### config.mk
export PLATFORM = sky130hd
export DESIGN_NAME = pcpi_cmd_issuer
export DESIGN_NICKNAME = d
export VERILOG_FILES = /design/src/rtl/pcpi_cmd_issuer.sv
export SDC_FILE = /design/constraint.sdc
export NUM_CORES = 1
export LEC_CHECK = 0
export ABC_AREA = 1
export BUFFER_PORTS_ARGS = -buffer_cell sky130_fd_sc_hd__buf_4
export CELL_PAD_IN_SITES_DETAIL_PLACEMENT = 1
export CELL_PAD_IN_SITES_GLOBAL_PLACEMENT = 1
export CORE_MARGIN = 10
export CORE_UTILIZATION = 46
export DETAILED_ROUTE_END_ITERATION = 7
export GPL_TIMING_DRIVEN = 0
export HOLD_SLACK_MARGIN = 0.12
export PLACE_DENSITY = 0.91
export SLEW_MARGIN = 10
export SYNTH_ARGS = -nofsm -noshare
export SYNTH_HDL_FRONTEND = slang
export SYNTH_SLANG_ARGS = --single-unit
### constraint.sdc
create_clock -name clk -period 6.3 [get_ports clk]
set_input_delay 1.575 -clock clk [delete_from_list [all_inputs] [get_ports clk]]
set_output_delay 1.575 -clock clk [all_outputs]
set_load 0.01 [all_outputs]
### src/rtl/pcpi_cmd_issuer.sv
// rtl/pcpi_cmd_issuer.sv - PCPI initiator issuing buffered host commands as custom-0 instructions
// Optional feature macro: PCPI_ISSUER_TIMEOUT_EN (abort an ISSUE that outlasts TIMEOUT_CYCLES)
module pcpi_cmd_issuer #(
    parameter int FIFO_DEPTH     = 4,
    parameter int START_SETTLE   = 2,
    parameter int TIMEOUT_CYCLES = 64
) (
    input  logic                          clk,
    input  logic                          resetn,
    input  logic                          cmd_valid,
    output logic                          cmd_ready,
    input  logic [2:0]                    cmd_funct3,
    input  logic [4:0]                    cmd_addr,
    input  logic [15:0]                   cmd_value,
    output logic                          pcpi_valid,
    output logic [31:0]                   pcpi_insn,
    input  logic                          pcpi_wr,
    input  logic [31:0]                   pcpi_rd,
    input  logic                          pcpi_wait,
    input  logic                          pcpi_ready,
    output logic                          rsp_valid,
    output logic [31:0]                   rsp_data,
    output logic                          rsp_wr,
    output logic                          rsp_timeout,
    output logic                          busy,
    output logic [$clog2(FIFO_DEPTH):0]   fifo_level
);
    localparam int PTR_W = $clog2(FIFO_DEPTH);
    localparam int LVL_W = PTR_W + 1;
    localparam int CNT_W = $clog2(START_SETTLE + TIMEOUT_CYCLES + 2);
    localparam logic [LVL_W-1:0] FULL_LVL     = LVL_W'(FIFO_DEPTH);
    localparam logic [CNT_W-1:0] SETTLE_CNT   = CNT_W'(START_SETTLE);
    localparam logic [6:0]       OPCODE       = 7'b0001011;
    localparam logic [2:0]       START_FUNCT3 = 3'b111;
`ifdef PCPI_ISSUER_TIMEOUT_EN
    localparam logic [CNT_W-1:0] TIMEOUT_CNT  = CNT_W'(TIMEOUT_CYCLES - 1);
`endif

    typedef enum logic [1:0] {IDLE, ISSUE, GAP} state_t;

    state_t           state, state_next;
    logic [23:0]      mem [FIFO_DEPTH];
    logic [PTR_W-1:0] wr_ptr, rd_ptr;
    logic [CNT_W-1:0] issue_cnt;
    logic             full, empty, push, pop, complete, allowed;
`ifdef PCPI_ISSUER_TIMEOUT_EN
    logic             abort;
`endif
    logic             unused_wait;

    assign unused_wait = pcpi_wait;
    assign full      = (fifo_level == FULL_LVL);
    assign empty     = (fifo_level == '0);
    assign cmd_ready = resetn && !full;
    assign push      = cmd_valid && cmd_ready;
    assign busy      = !empty || (state != IDLE);
    // Start commands need the coprocessor to settle before its ready is trusted
    assign allowed   = (pcpi_insn[14:12] != START_FUNCT3) || (issue_cnt >= SETTLE_CNT);

    always_ff @(posedge clk or negedge resetn) begin
        if (!resetn) state <= IDLE;
        else         state <= state_next;
    end

    always_comb begin
        state_next = state;
        pop        = 1'b0;
        complete   = 1'b0;
`ifdef PCPI_ISSUER_TIMEOUT_EN
        abort      = 1'b0;
`endif
        case (state)
            IDLE: begin
                if (!empty) begin
                    pop        = 1'b1;
                    state_next = ISSUE;
                end
            end
            ISSUE: begin
                if (pcpi_ready && allowed) begin
                    complete   = 1'b1;
                    state_next = GAP;
                end
`ifdef PCPI_ISSUER_TIMEOUT_EN
                else if (issue_cnt == TIMEOUT_CNT) begin
                    abort      = 1'b1;
                    state_next = GAP;
                end
`endif
            end
            GAP:     state_next = IDLE;
            default: state_next = IDLE;
        endcase
    end

    always_ff @(posedge clk) begin
        if (push) mem[wr_ptr] <= {cmd_value, cmd_funct3, cmd_addr};
    end

    always_ff @(posedge clk or negedge resetn) begin
        if (!resetn) begin
            wr_ptr     <= '0;
            rd_ptr     <= '0;
            fifo_level <= '0;
        end else begin
            if (push) wr_ptr <= wr_ptr + PTR_W'(1);
            if (pop)  rd_ptr <= rd_ptr + PTR_W'(1);
            case ({push, pop})
                2'b10:   fifo_level <= fifo_level + LVL_W'(1);
                2'b01:   fifo_level <= fifo_level - LVL_W'(1);
                default: fifo_level <= fifo_level;
            endcase
        end
    end

    always_ff @(posedge clk or negedge resetn) begin
        if (!resetn) begin
            pcpi_valid <= 1'b0;
            pcpi_insn  <= '0;
            issue_cnt  <= '0;
            rsp_valid  <= 1'b0;
            rsp_data   <= '0;
            rsp_wr     <= 1'b0;
`ifdef PCPI_ISSUER_TIMEOUT_EN
            rsp_timeout <= 1'b0;
`endif
        end else begin
            rsp_valid <= 1'b0;
            if (pop) begin
                pcpi_insn  <= {1'b0, mem[rd_ptr], OPCODE};
                pcpi_valid <= 1'b1;
                issue_cnt  <= '0;
            end else if (state == ISSUE && issue_cnt != '1) begin
                issue_cnt <= issue_cnt + CNT_W'(1);
            end
            if (complete) begin
                pcpi_valid <= 1'b0;
                rsp_valid  <= 1'b1;
                rsp_data   <= pcpi_wr ? pcpi_rd : 32'd0;
                rsp_wr     <= pcpi_wr;
`ifdef PCPI_ISSUER_TIMEOUT_EN
                rsp_timeout <= 1'b0;
`endif
            end
`ifdef PCPI_ISSUER_TIMEOUT_EN
            if (abort) begin
                pcpi_valid  <= 1'b0;
                rsp_valid   <= 1'b1;
                rsp_data    <= '0;
                rsp_wr      <= 1'b0;
                rsp_timeout <= 1'b1;
            end
`endif
        end
    end

`ifndef PCPI_ISSUER_TIMEOUT_EN
    assign rsp_timeout = 1'b0;
`endif

endmodule

# After elaboration in Yosys (flattened, before gate mapping)
# Memories as Yosys holds them, arrays and structs flattened. A register that Yosys moved wholly into a read port is not among the register bits.
# Index checks and enable logic that the tools add are counted.
# op_classes
add_sub_neg	5
n_lt_le_gt_ge	1
n_eq_ne	8
n_mux	16
reduce_logical	16
# op_table
operator	n
$mux 32	1
$mux 7	2
$mux 1	9
$reduce_bool 2->1	4
$add 7x1->7 const B	1
$ge 7x2->1 const B	1
$ne 7x7->1 const B	1
$pmux 3 s2	1
$add 2x1->2 const B	2
$eq 2x1->1 const B	2
$logic_and 1x1->1	4
$mux 2	2
$ne 2x2->1 const B	2
$pmux 2 s2	1
$add 3x1->3 const B	1
$eq 3x3->1 const B	1
$logic_not 1->1	3
$logic_not 3->1	1
$ne 3x3->1 const B	1
$sub 3x1->3 const B	1
$eq 2x2->1 const B	1
$logic_not 2->1	1
$logic_or 1x1->1	2
$reduce_and 2->1	1
# totals
ff_bits	78
mem_bits_rw	96
output_inout_bits	73
word_cells	57
mem_count	1
# memory_table
name	depth	word_bits	rd	rd_ports_with_merged_regs	write_ports	line_no	source
mem	4	24	1	1	1	42	logic [23:0] mem [FIFO_DEPTH];

# Logic depth before layout (Yosys ltp)
# Gate-level depths: netlist (run 1).
# depth
depth_word	6
mapped_depth	11

# Least setup slack after synthesis (run 1)
# OpenSTA, ideal clock, no wires.
# synth_path
kind	input-to-reg
from	in resetn
to	mem mem[0][0] (enable)
setup_ns	0.405
t_arrival_ns	3.238
setup_slack_ns	2.657
cell_stages	3
n_path_buf	0
path_cell_list	a21boi_0 -> nand2_2 -> nor2_1
# synth_via
elab_chain_cells	4
# synth_rtl
item	line_no	source
start: declaration	9	input logic resetn,
$logic_and 1x1->1	54	assign cmd_ready = resetn && !full;
$logic_and 1x1->1	55	assign push = cmd_valid && cmd_ready;
$mux 1	97	if (push) mem[wr_ptr] <= {cmd_value, cmd_funct3, cmd_addr};
$mux 1 (implied by the code)	97	
end: declaration	42	
# Every way passes these cells.

# Worst setup path after layout (run 1)
# layout_path
from	in resetn
to	out cmd_ready
# layout_via
elab_chain_cells	1
# layout_rtl
item	line_no	source
$logic_and 1x1->1	54	
end: declaration	11	output logic cmd_ready,
# Every way passes these cells.

==> results of run 1 <==
[kinds of logic after synthesis]
| kind of cell | Yosys count | share of synthesized area |
|---|---|---|
| and+or+nand+nor | 336 | 0.1952 |
| DFF | 172 | 0.6606 |
| buffers and inverters | 105 | 0.06651 |
| AOI/OAI and AO/OA | 81 | 0.05631 |
| adders and majority gates | 8 | 0.01486 |
| xor gates and xnor gates | 5 | 0.006046 |
| other | 1 | 0.0005177 |
[cell type report]
type / count / area share
Tap cell: 211 / 0.02908
Antenna cell: 1 / 0.0002756
Clock inverter: 12 / 0.01502
Clock buffer: 20 / 0.04919
Timing Repair Buffer: 125 / 0.1033
Multi-Input combinational cell: 436 / 0.2231
Inverter: 58 / 0.02398
Sequential cell: 172 / 0.5269
Buffer: 47 / 0.02908
[synth_stat cells, types with 3 or more instances]
cell / count / share of area
sky130_fd_sc_hd__dfrtp_1: 76 / 0.26
sky130_fd_sc_hd__buf_4: 11 / 0.011
sky130_fd_sc_hd__a21oi_1: 28 / 0.019
sky130_fd_sc_hd__inv_1: 56 / 0.029
sky130_fd_sc_hd__nand4_1: 37 / 0.032
sky130_fd_sc_hd__buf_6: 3 / 0.0047
sky130_fd_sc_hd__nand3_1: 6 / 0.0041
sky130_fd_sc_hd__nor2_2: 3 / 0.0026
sky130_fd_sc_hd__ha_1: 7 / 0.012
sky130_fd_sc_hd__clkbuf_1: 13 / 0.0067
sky130_fd_sc_hd__xor2_1: 4 / 0.0048
sky130_fd_sc_hd__buf_2: 19 / 0.013
sky130_fd_sc_hd__nor2_1: 159 / 0.082
sky130_fd_sc_hd__nand2_1: 124 / 0.064
sky130_fd_sc_hd__o21ai_0: 52 / 0.036
sky130_fd_sc_hd__edfxtp_1: 96 / 0.40
[power by group]
| group | internal (mW) | switching, mW |
|---|---|---|
| Combinational | 0.614 | 1.10 |
| Sequential | 1.47 | 0.168 |
| Clock | 0.600 | 0.454 |
[worst max-delay path: cells and delay by family]
| family | cells | cell delay [ns] |
|---|---|---|
| buffers and inverters | 2 | 0.96 |
| AOI/OAI and AO/OA | 1 | 0.38 |
[per-stage QoR]
stage	util	power, mW
2_1_floorplan	-	2.587
3_3_place_gp	0.5527	3.225
3_5_place_dp	0.5547	3.339
4_1_cts	0.5927	4.432
5_1_grt	0.5929	4.677
6_report	0.5929	4.398
[worst max path at each step]
stage | from | end
floorplan | resetn | mem[0][0]
global placement | resetn | mem[3][18]
detailed placement | resetn | cmd_ready
CTS | resetn | cmd_ready
global route | resetn | cmd_ready
finish | resetn | cmd_ready
[per-layer routing]
metal	global-route usage	vias up	share of wire	wire (microns)
met5	0	-	0	0
met4	0.08038	0	0.022	465
met3	0.05340	37	0.055	1190
met2	0.3542	197	0.52	11120
met1	0.2235	2822	0.41	8706
li1	-	2605	-	-
[flip-flops by register name, summed over array words and instances (netlist names)]
signal      flops
mem            96
fifo_level      3
rsp_valid       1
rsp_data       32
wr_ptr          2
rsp_wr          1
rd_ptr          2
issue_cnt       7
pcpi_valid      1
pcpi_insn      25
state           2
==> impl_summary.txt, run 1 <==
----------------------------------------------------
[Placed design]
  Number of buffers added on ports ... 125
  Pre-CTS setup slack ... 1.686 ns
  Placed cell areas ... 0.008494 sq mm
  Cell count after placement ... 1049
  Post-detailed-placement half-perimeter wirelength ... 14.35 mm
  Routability congestion estimate from global placement ... 0.7892

[Worst hold path]
  Path type of the worst min-delay path ... flop to flop
  Destination of the worst hold path ... rsp_data[29]
  Hold path start ... rsp_data[29]
  Worst hold path depth ... 2

[Setup path]
  Nature of the critical path endpoint ... primary output
  Register-to-register path setup slack ... 4.01 ns
  Endpoint required time on the critical path ... 4.72 ns
  Max Fanout on Critical Path ... 77
  Startpoint of the most critical register-to-register path ... state[1]
  Most common cell type on the critical path ... sky130_fd_sc_hd__buf_4
  Crit path launch type ... primary input
  Cells traversed along the worst timing path ... buf_4 > a21boi_0 > buf_4
  Worst Reg2Reg Path Length in Cells ... 10
  Crit path DAT ... 2.95 ns
  Slowest stage cell, crit path ... sky130_fd_sc_hd__buf_4
  CP peak stage delay ... 0.77 ns
  Critical Setup Path Class ... primary input to primary output
  R2R Path End ... fifo_level[2]

[Layout]
  Most frequent cells in the layout ... sky130_fd_sc_hd__nor2_1 (155), sky130_fd_sc_hd__buf_4 (136), sky130_fd_sc_hd__nand2_1 (124)
  Area used by multi-input combinational logic ... 0.002026 sq mm
  Post-route design area ... 0.009080 sq mm
  Post-route insts no fill ... roughly 1.1k
  Layout Area Growth over Synthesis ... 25.36%
  Leading cell type in the layout, fill and taps excluded ... sky130_fd_sc_hd__nor2_1
  Fillers ... 1707
  Final Net Count ... 927
  Sequential cell area ... 0.004785 sq mm
  Fraction of final layout cells sized beyond drive strength 1 ... 0.2310

[CTS]
  H-tree Lvls ... 4
  Maximum clock path buffer count ... 2
  CTS buffer count ... 17
  Clock tree sinks ... 172
  Post-CTS Repair Setup Buffers ... 0
  Post-CTS Hold Buffers ... 0
  Clock latency on the worst-skew pair ... 0.43 ns
  Root buffer cell ... sky130_fd_sc_hd__clkbuf_16
  Clock-pin transition on the worst setup and hold timing paths ... 0.06 ns
  CTS tree ... done
  Resize count post-CTS ... 0

[Timing]
  Final Hold Vio Count ... 0
  Sum of negative setup slack ... 0 ns
  Slew Limit Headroom ... 0.2922
  Setup repair after global routing missed its margin ... false
  Worst Tran Pin Value ... 1.062 ns
  Final hold slack ... 0.4724 ns
  Minimum period implied by the final worst setup slack ... roughly 4.5 ns
  Final Max Slew Viols ... 0
  Worst Skew ... about 0.011 ns
  Worst setup margin ... 1.777 ns
  Final number of setup-violating endpoints ... 0
  Final period util ... 0.7179
  Max frequency ... between 0.2 and 0.25 GHz

[Flow run]
  Max Cap Viol ... 0

[Logic synthesis]
  Per-instance average area after synthesis ... between 10 and 15 sq um
  Async S/R FF share, synth ... 0.4419
  Unique masters post-synth ... 27
  Cell count after synthesis ... 708
  Synth Warn # ... 0
  Most used flip-flop cell after synthesis ... sky130_fd_sc_hd__edfxtp_1
  Portion of the post-synthesis area used by sequential elements ... 0.6606
  Post-synth EDFFs ... 96
  Synth Cell Area ... roughly 0.0072 sq mm
  Register bit total from synthesis ... approximately 170

[Route]
  Count of unresolved DRC violations after routing ... 0
  Count of vias placed by the detailed router ... 5661
  Routed wire length ... 21.48 mm
  Routed length per placed instance ... ~20 microns
  Number of search-and-repair iterations in the first detailed-routing pass ... 4
  DRT iter0 DRCs ... 383
  Avg Vias per Cell ... 5.232
  Count of nets left with antenna violations after detail routing ... 0

[Floorplan]
  I/O pins ... between 100 and 150
  Total die area ... 0.02117 sq mm
  Die Y ... 145.5 microns
  FP Rows ... 45
  CORE AREA ... between 0.015 and 0.02 sq mm
  Horizontal extent of the die ... 145.5 microns
  Initial cell density of the core ... 0.4730

[Global route]
  Remaining global-route overflow ... 0
  Total global-route track usage ... 0.2001
  Wire length of the first global-routing pass ... 33.81 mm
  Via count of the first global-routing pass ... between 6k and 7k
  Maximum number of pins on one net before global-route repair ... 78
  Antenna violations before repair ... 1

[Outcome]
  Outcome ... finished clean

[Power and ir drop]
  Power density over cell area ... about 480 mW/mm^2
  Leakage power ... 4.157 nW
  Worst vdd rail ir drop ... 290.4 uV

----------------------------------------------------
(Power assumes the default switching activity.)
==> inputs of run 2 (changes only) <==
ABC_AREA = 0   (was 1)
CORE_UTILIZATION = 41   (was 46)
PLACE_DENSITY = 0.82   (was 0.91)
clock period = 4 ns   (was 6.3 ns; I/O delays follow)
==> run 2 against run 1 <==
Global-route usage is 4.8 points lower. Critical path depth increased by 1. Largest power group is now sequential cells. First-iteration DRC count down 63%. Via count shrank 31%. Cell area down 6.8%.
==> impl_summary.txt, run 2 <==
----------------------------------------------------
[Outcome]
  Outcome ... finished clean

[Logic synthesis]
  Cells taking the most area after synthesis ... sky130_fd_sc_hd__edfxtp_1 (44%), sky130_fd_sc_hd__dfrtp_1 (29%), sky130_fd_sc_hd__mux4_2 (8.2%)
  Cell count after synthesis ... 404 (-43%)
  Register bit total from synthesis ... 172 (unchanged)
  Ranking of synthesized cells by instance count ... sky130_fd_sc_hd__edfxtp_1 (96), sky130_fd_sc_hd__nand2_1 (77), sky130_fd_sc_hd__dfrtp_1 (76)
  Area share of xor/xnor cells in the synthesized design ... 0.007970 (+0.001924)
  Portion of the post-synthesis area used by sequential elements ... 0.7256 (+0.06505)
  Mux cell area share after synthesis ... 0.08672 (+0.08672)
  Most used flip-flop cell after synthesis ... sky130_fd_sc_hd__edfxtp_1
  Main combinational cell family by area after synthesis ... multiplexers
  Per-instance average area after synthesis ... 16.32 sq um (+60%)
  Synth Cell Area ... 0.006594 sq mm (-9.0%)
  Post-synth EDFFs ... 96 (unchanged)
  Synth Warn # ... 0 (unchanged)
  Area share of the leading cell type in the synthesized netlist ... 0.4372 (+0.03920)
  Adder and majority cell fraction of the synthesized area ... 0.01632 (+0.001463)
  Largest area contributor in the netlist ... sky130_fd_sc_hd__edfxtp_1
  Share of the synthesized area in compound gates (AO/OA/AOI/OAI) ... 0.05977 (+0.003459)
  Unique masters post-synth ... 40 (+48%)
  Share of synthesized cell area in and, or, nand and nor gates ... 0.06831 (-0.1269)
  Async S/R FF share, synth ... 0.4419 (unchanged)
  Most common cell in the synthesized netlist ... sky130_fd_sc_hd__edfxtp_1

[Floorplan]
  Horizontal extent of the die ... 146.8 microns (+0.91%)
  Initial cell density of the core ... 0.4166 (-0.05636)
  CORE AREA ... 0.01583 sq mm (+3.3%)
  I/O pins ... 135 (unchanged)
  Die Y ... 146.8 microns (+0.91%)
  Total die area ... 0.02155 sq mm (+1.8%)
  FP Rows ... 46 (+2.2%)

[CTS]
  CTS tree ... done
  H-tree Lvls ... 4 (unchanged)
  Root buffer cell ... sky130_fd_sc_hd__clkbuf_16
  Post-CTS Hold Buffers ... 0 (unchanged)
  Clock-pin transition on the worst setup and hold timing paths ... 0.06 ns (about the same)
  Clock latency on the worst-skew pair ... 0.42 ns (about the same)
  Maximum clock path buffer count ... 2 (unchanged)
  Post-CTS Repair Setup Buffers ... 0 (unchanged)
  Resize count post-CTS ... 0 (unchanged)
  CTS buffer count ... 17 (unchanged)
  Clock tree sinks ... 172 (unchanged)

[Setup path]
  Crit path launch type ... primary input
  Max Fanout on Critical Path ... 77 (unchanged)
  Most common cell type on the critical path ... sky130_fd_sc_hd__buf_4
  Worst Reg2Reg Path Length in Cells ... 11 (+1)
  R2R Path End ... fifo_level[2]
  Nature of the critical path endpoint ... primary output
  Buffers & Inverters on Critical Path ... 3 (+1)
  Endpoint required time on the critical path ... 3.00 ns (-1.72 ns)
  Cells traversed along the worst timing path ... buf_4 > inv_1 > a31oi_1 > buf_4
  Startpoint of the most critical register-to-register path ... state[1]
  Cell family with most CP delay ... buffers and inverters
  Crit path DAT ... 2.50 ns (-0.45 ns)
  Worst setup startpoint ... resetn
  Slowest stage cell, crit path ... sky130_fd_sc_hd__buf_4
  Critical Setup Path Class ... primary input to primary output
  Register-to-register path setup slack ... 1.37 ns (-2.64 ns)
  CP peak stage delay ... 0.76 ns (about the same)

[Power and ir drop]
  Combinational share of power ... 0.333 (-0.056)
  Proportion of power drawn by flip-flops and latches ... 0.399 (+0.028)
  Power density over cell area ... 760.1 mW/mm^2 (+57%)
  Worst vdd rail ir drop ... 377.0 uV (+30%)
  Leakage power ... 3.597 nW (-13%)
  Power dissipated by switching net loads ... 2.037 mW (+19%)
  Clock network power share ... 0.267 (+0.027)
  P_int ... 4.392 mW (+64%)
  Overall power of the completed layout ... 6.429 mW (+46%)
  Switching portion of total power ... 0.3168 (-0.07391)

[Layout]
  Most frequent cells in the layout ... sky130_fd_sc_hd__buf_4 (135), sky130_fd_sc_hd__edfxtp_1 (96), sky130_fd_sc_hd__nand2_1 (77)
  Register name with the most flops ... mem
  Fraction of final layout cells sized beyond drive strength 1 ... 0.3662 (+0.1352)
  Final Net Count ... 625 (-33%)
  N_diodes ... 0 (-1)
  Layout Area Growth over Synthesis ... 28.27%
  Largest regs ... mem: 96 flops, rsp_data: 32 flops, pcpi_insn: 25 flops
  Max FFs per register ... 96 (unchanged)
  Post-route design area ... 0.008458 sq mm (-6.8%)
  Leading cell type in the layout, fill and taps excluded ... sky130_fd_sc_hd__buf_4

[Timing]
  Setup repair after global routing missed its margin ... false
  Final period util ... 0.8762
  Sum of negative setup slack ... 0 ns (unchanged)
  Minimum period implied by the final worst setup slack ... 3.505 ns
  Slew Limit Headroom ... 0.3110 (+0.01876)
  Worst setup margin ... 0.4954 ns (-1.282 ns)
  Max frequency ... 0.2853 GHz
  Worst Skew ... 0.008937 ns (-0.002266 ns)
  Final Hold Vio Count ... 0 (unchanged)
  Worst Tran Pin Value ... 1.034 ns (-0.02813 ns)
  Final Max Slew Viols ... 0 (unchanged)
  Final number of setup-violating endpoints ... 0 (unchanged)

[Route]
  Number of search-and-repair iterations in the first detailed-routing pass ... 6 (+2)
  DRT iter0 DRCs ... 142 (-63%)
  Routed wire length ... 15.96 mm (-26%)
  Routed length per placed instance ... 20.36 microns (+2.6%)
  Avg Vias per Cell ... 5.013 (-4.2%)
  Count of unresolved DRC violations after routing ... 0 (unchanged)
  Count of nets left with antenna violations after detail routing ... 0 (unchanged)
  Count of vias placed by the detailed router ... 3930 (-31%)

[Placed design]
  Placed cell areas ... 0.007841 sq mm (-7.7%)
  Post-detailed-placement half-perimeter wirelength ... 11.03 mm (-23%)
  Routability congestion estimate from global placement ... 0.7308 (-7.4%)
  Number of buffers added on ports ... 127 (+1.6%)
  Pre-CTS setup slack ... 0.4078 ns (-1.278 ns)

[Global route]
  Maximum number of pins on one net before global-route repair ... 78 (unchanged)
  Total global-route track usage ... 0.1522 (-0.04790)
  Via count of the first global-routing pass ... 4473 (-29%)
  Remaining global-route overflow ... 0 (unchanged)
  Wire length of the first global-routing pass ... 25.56 mm (-24%)
  Antenna violations before repair ... 0 (-1)

[Worst hold path]
  Hold path start ... pcpi_insn[11]
  Worst hold path depth ... 2 (unchanged)
  Destination of the worst hold path ... pcpi_insn[11]
  Path type of the worst min-delay path ... flop to flop

[Flow run]
  Max Cap Viol ... 0 (unchanged)

----------------------------------------------------
-- run 2: metrics by stage --
step,util,std cells,hold slack [ns]
3_3_place_gp,0.4951,752,0.4609
3_5_place_dp,0.4954,752,0.4656
5_1_grt,0.5344,784,0.5121
6_report,0.5344,784,0.4732
4_1_cts,0.5344,784,0.4808
2_1_floorplan,-,409,0.4542
-- run 2: layer usage --
| layer | vias up | global-route usage | wire length [microns] |
|---|---|---|---|
| li1 | 1775 | - | - |
| met1 | 2019 | 0.1852 | 6912 |
| met2 | 124 | 0.2525 | 7842 |
| met3 | 12 | 0.05559 | 1064 |
| met4 | 0 | 0.03604 | 145 |
| met5 | - | 0 | 0 |
-- run 2: power by group through the flow --
| stage | registers, mW | logic (mW) | clock network, mW |
|---|---|---|---|
| 6_report | 2.57 | 2.14 | 1.72 |
| 5_1_grt | 2.61 | 2.38 | 1.84 |
| 4_1_cts | 2.57 | 2.22 | 1.75 |
| 3_5_place_dp | 2.60 | 2.20 | 0 |
| 3_3_place_gp | 2.57 | 2.11 | 0 |
| 2_1_floorplan | 2.68 | 1.14 | 0 |
-- run 2: worst max path at each step --
| stage | end | depth (start not counted) | slack [ns] |
|---|---|---|---|
| 5_1_grt | cmd_ready | 4 | 0.21 |
| 3_3_place_gp | mem[3][18] | 4 | 0.13 |
| 4_1_cts | cmd_ready | 4 | 0.46 |
| 6_report | cmd_ready | 4 | 0.50 |
| 3_5_place_dp | fifo_level[2] | 11 | 0.41 |
| 2_1_floorplan | fifo_level[2] | 10 | 1.45 |
-- run 2: final cells by class --
cell class	instances	area, sq um
Inverter	11	41.29
Multi-Input combinational cell	197	1604
Fill cell	1563	7370
Buffer	29	187.7
Tap cell	216	270.3
Sequential cell	172	4785
Timing Repair Buffer	127	953.4
Clock buffer	20	446.7
Clock inverter	12	170.2
-- run 2: logic make-up (layout without fill, tap and decap cells) --
group / count (synthesis) / after routing
adder cells (fa/ha/maj): 8 / 8
AO/OA/AOI/OAI: 46 / 46
other: 1 / 6
flip-flops: 172 / 172
AND/OR/NAND/NOR: 104 / 104
buffers and inverters: 40 / 199
XOR/XNOR: 6 / 6
multiplexers: 27 / 27
-- run 2: worst min-delay path, delay by kind of cell (launching register included) --
| kind | cells | cell delay, ns |
|---|---|---|
| DFF | 1 | 0.34 |
| and+or+nand+nor | 2 | 0.10 |
==> inputs of run 3 (changes only) <==
CORE_ASPECT_RATIO = 0.5   (was unset)
CORE_UTILIZATION = 25   (was 41)
PLACE_DENSITY = 0.57   (was 0.82)
==> run 3 against run 2 <==
Power fell by 1.3%. Die area up 56%. Sequential share of layout area decreased by 0.84 points. Worst setup slack improved by 0.0079 ns. Non-clock buffer count is the same. Fmax up 0.23%. Critical endpoint unchanged. Clock power decreased by 4%. Sequential power is essentially flat. Highest routed layer unchanged. Combinational power about the same. Count of clock-buffer cells in the layout down 2. Critical path depth is the same. Via count down 2.9%.
==> impl_summary.txt, run 3 (same netlist as run 2, synthesis figures left out) <==
----------------------------------------------------
[Global route]
  Via count of the first global-routing pass ... 4261 (-4.7%)
  Wire length of the first global-routing pass ... 25.72 mm (+0.59%)
  Total global-route track usage ... 0.09922 (-0.05297)
  Maximum number of pins on one net before global-route repair ... 78 (unchanged)
  Antenna violations before repair ... 0 (unchanged)
  Remaining global-route overflow ... 0 (unchanged)

[Flow run]
  Max Cap Viol ... 0 (unchanged)

[Layout]
  Max FFs per register ... 96 (unchanged)
  Fraction of final layout cells sized beyond drive strength 1 ... 0.3697 (+0.003521)
  Fillers ... 2676 (+71%)
  Register name with the most flops ... mem
  Post-route insts no fill ... 912 (+16%)
  Leading cell type in the layout, fill and taps excluded ... sky130_fd_sc_hd__buf_4
  Layout Area Growth over Synthesis ... 30.21%
  Final Net Count ... 625 (unchanged)
  N_diodes ... 0 (unchanged)
  Most frequent cells in the layout ... sky130_fd_sc_hd__buf_4 (135), sky130_fd_sc_hd__edfxtp_1 (96), sky130_fd_sc_hd__nand2_1 (77)
  Largest regs ... mem: 96 flops, rsp_data: 32 flops, pcpi_insn: 25 flops

[Power and ir drop]
  Power dissipated by switching net loads ... 2.082 mW (+2.2%)
  Overall power of the completed layout ... 6.346 mW (-1.3%)
  Combinational share of power ... 0.337 (+0.004)
  Proportion of power drawn by flip-flops and latches ... 0.403 (+0.004)
  P_int ... 4.264 mW (-2.9%)
  Clock network power share ... 0.261 (-0.006)
  Switching portion of total power ... 0.3281 (+0.01127)
  Leakage power ... 3.585 nW (-0.34%)
  Power density over cell area ... 739.2 mW/mm^2 (-2.8%)
  Worst vdd rail ir drop ... 244.2 uV (-35%)

[Placed design]
  Number of buffers added on ports ... 127 (unchanged)
  Routability congestion estimate from global placement ... 0.6817 (-6.7%)
  Post-detailed-placement half-perimeter wirelength ... 10.82 mm (-1.9%)
  Pre-CTS setup slack ... 0.3745 ns (-0.03330 ns)
  Cell count after placement ... 880 (+17%)

[Setup path]
  Critical Setup Path Class ... primary input to primary output
  Max Fanout on Critical Path ... 77 (unchanged)
  Crit path launch type ... primary input
  Most common cell type on the critical path ... sky130_fd_sc_hd__buf_4
  CP peak stage delay ... 0.76 ns (about the same)
  Endpoint required time on the critical path ... 3.00 ns (about the same)
  Crit path DAT ... 2.50 ns (about the same)
  Nature of the critical path endpoint ... primary output
  Slowest stage cell, crit path ... sky130_fd_sc_hd__buf_4
  Cells traversed along the worst timing path ... buf_4 > inv_1 > a31oi_1 > buf_4
  Worst Reg2Reg Path Length in Cells ... 11 (unchanged)

[CTS]
  Clock-pin transition on the worst setup and hold timing paths ... 0.06 ns (about the same)
  Resize count post-CTS ... 0 (unchanged)
  Maximum clock path buffer count ... 2 (unchanged)
  H-tree Lvls ... 4 (unchanged)
  CTS buffer count ... 17 (unchanged)
  Post-CTS Repair Setup Buffers ... 0 (unchanged)
  Post-CTS Hold Buffers ... 0 (unchanged)
  Clock tree sinks ... 172 (unchanged)
  CTS tree ... done
  Clock latency on the worst-skew pair ... 0.43 ns (about the same)
  Root buffer cell ... sky130_fd_sc_hd__clkbuf_16

[Route]
  Routed length per placed instance ... 17.88 microns (-12%)
  DRT iter0 DRCs ... 227 (+60%)
  Count of vias placed by the detailed router ... 3815 (-2.9%)
  Number of search-and-repair iterations in the first detailed-routing pass ... 4 (-2)
  Count of nets left with antenna violations after detail routing ... 0 (unchanged)
  Count of unresolved DRC violations after routing ... 0 (unchanged)
  Avg Vias per Cell ... 4.183 (-17%)
  Routed wire length ... 16.31 mm (+2.1%)

[Timing]
  Worst setup margin ... 0.5033 ns (+0.007904 ns)
  Final hold slack ... 0.4807 ns (+0.007438 ns)
  Final period util ... 0.8742 (-0.001976)
  Final number of setup-violating endpoints ... 0 (unchanged)
  Worst Skew ... 0.01235 ns (+0.003416 ns)
  Final Max Slew Viols ... 0 (unchanged)
  Max frequency ... 0.2860 GHz (+0.23%)
  Final Hold Vio Count ... 0 (unchanged)
  Worst Tran Pin Value ... 1.085 ns (+0.05130 ns)
  Setup repair after global routing missed its margin ... false
  Slew Limit Headroom ... 0.2768 (-0.03420)
  Minimum period implied by the final worst setup slack ... 3.497 ns (-0.007904 ns)

[Floorplan]
  FP Rows ... 41 (-11%)
  Die Y ... 134.8 microns (-8.2%)
  I/O pins ... 135 (unchanged)
  CORE AREA ... 0.02560 sq mm (+62%)
  Total die area ... 0.03366 sq mm (+56%)
  Initial cell density of the core ... 0.2576 (-0.1590)
  Horizontal extent of the die ... 249.7 microns (+70%)

[Worst hold path]
  Worst hold path depth ... 2 (unchanged)
  Path type of the worst min-delay path ... flop to flop

[Outcome]
  Outcome ... finished clean

----------------------------------------------------
run 3: cell types whose count changed in the layout (fill, tap and decap cells not counted), sizes merged:
cell and change:
bufinv -2, inv +6, clkbuf -2, clkinv -2
run 3: worst max-delay path, delay by kind of cell:
kind	cells	cell delay, ns
AOI/OAI and AO/OA	1	0.36
buffers and inverters	3	1.05
run 3: path summary, 6_finish.rpt:
path	start	slack, ns	to
min in group asynchronous	resetn	0.74	pcpi_insn[17]
setup reg to reg	fifo_level[0]	1.39	fifo_level[2]
hold / removal	pcpi_insn[17]	0.48	pcpi_insn[17]
max in group asynchronous	resetn	2.53	rsp_data[6]
setup / recovery	resetn	0.50	cmd_ready
hold reg to reg	pcpi_insn[17]	0.48	pcpi_insn[17]
run 3: power by group through the flow:
stage          logic, mW  registers, mW  clock network [mW]
5_1_grt             2.39           2.61                1.80
2_1_floorplan       1.14           2.68                   0
3_3_place_gp        2.17           2.58                   0
4_1_cts             2.22           2.56                1.71
6_report            2.14           2.55                1.65
3_5_place_dp        2.21           2.60                   0
run 3: cell type report:
type                            instances  area, sq um  share of cell area
Clock inverter                         14        155.1             0.01807
Sequential cell                       172         4785              0.5573
Buffer                                 29        187.7             0.02186
Clock buffer                           18        429.2             0.04999
Tap cell                              344        430.4             0.05013
Multi-Input combinational cell        197         1604              0.1868
Inverter                               11        41.29            0.004809
Timing Repair Buffer                  127        953.4              0.1110
run 3: per-layer routing:
metal | vias up | GRT usage | part of all wire
met5 | - | 0 | 0
met4 | 0 | 0.03214 | 0.011
met3 | 14 | 0.03056 | 0.046
met2 | 69 | 0.1768 | 0.53
met1 | 1959 | 0.1120 | 0.41
li1 | 1773 | - | -
run 3: stage by stage:
step                      area, sq um  setup TNS, ns  utilization
final                            8586              0       0.3354
after global routing             8586              0       0.3354
after CTS                        8586              0       0.3354
after detailed placement         8001              0       0.3126
after global placement           7996         -3.678       0.3124
after floorplan                  6613              0            -
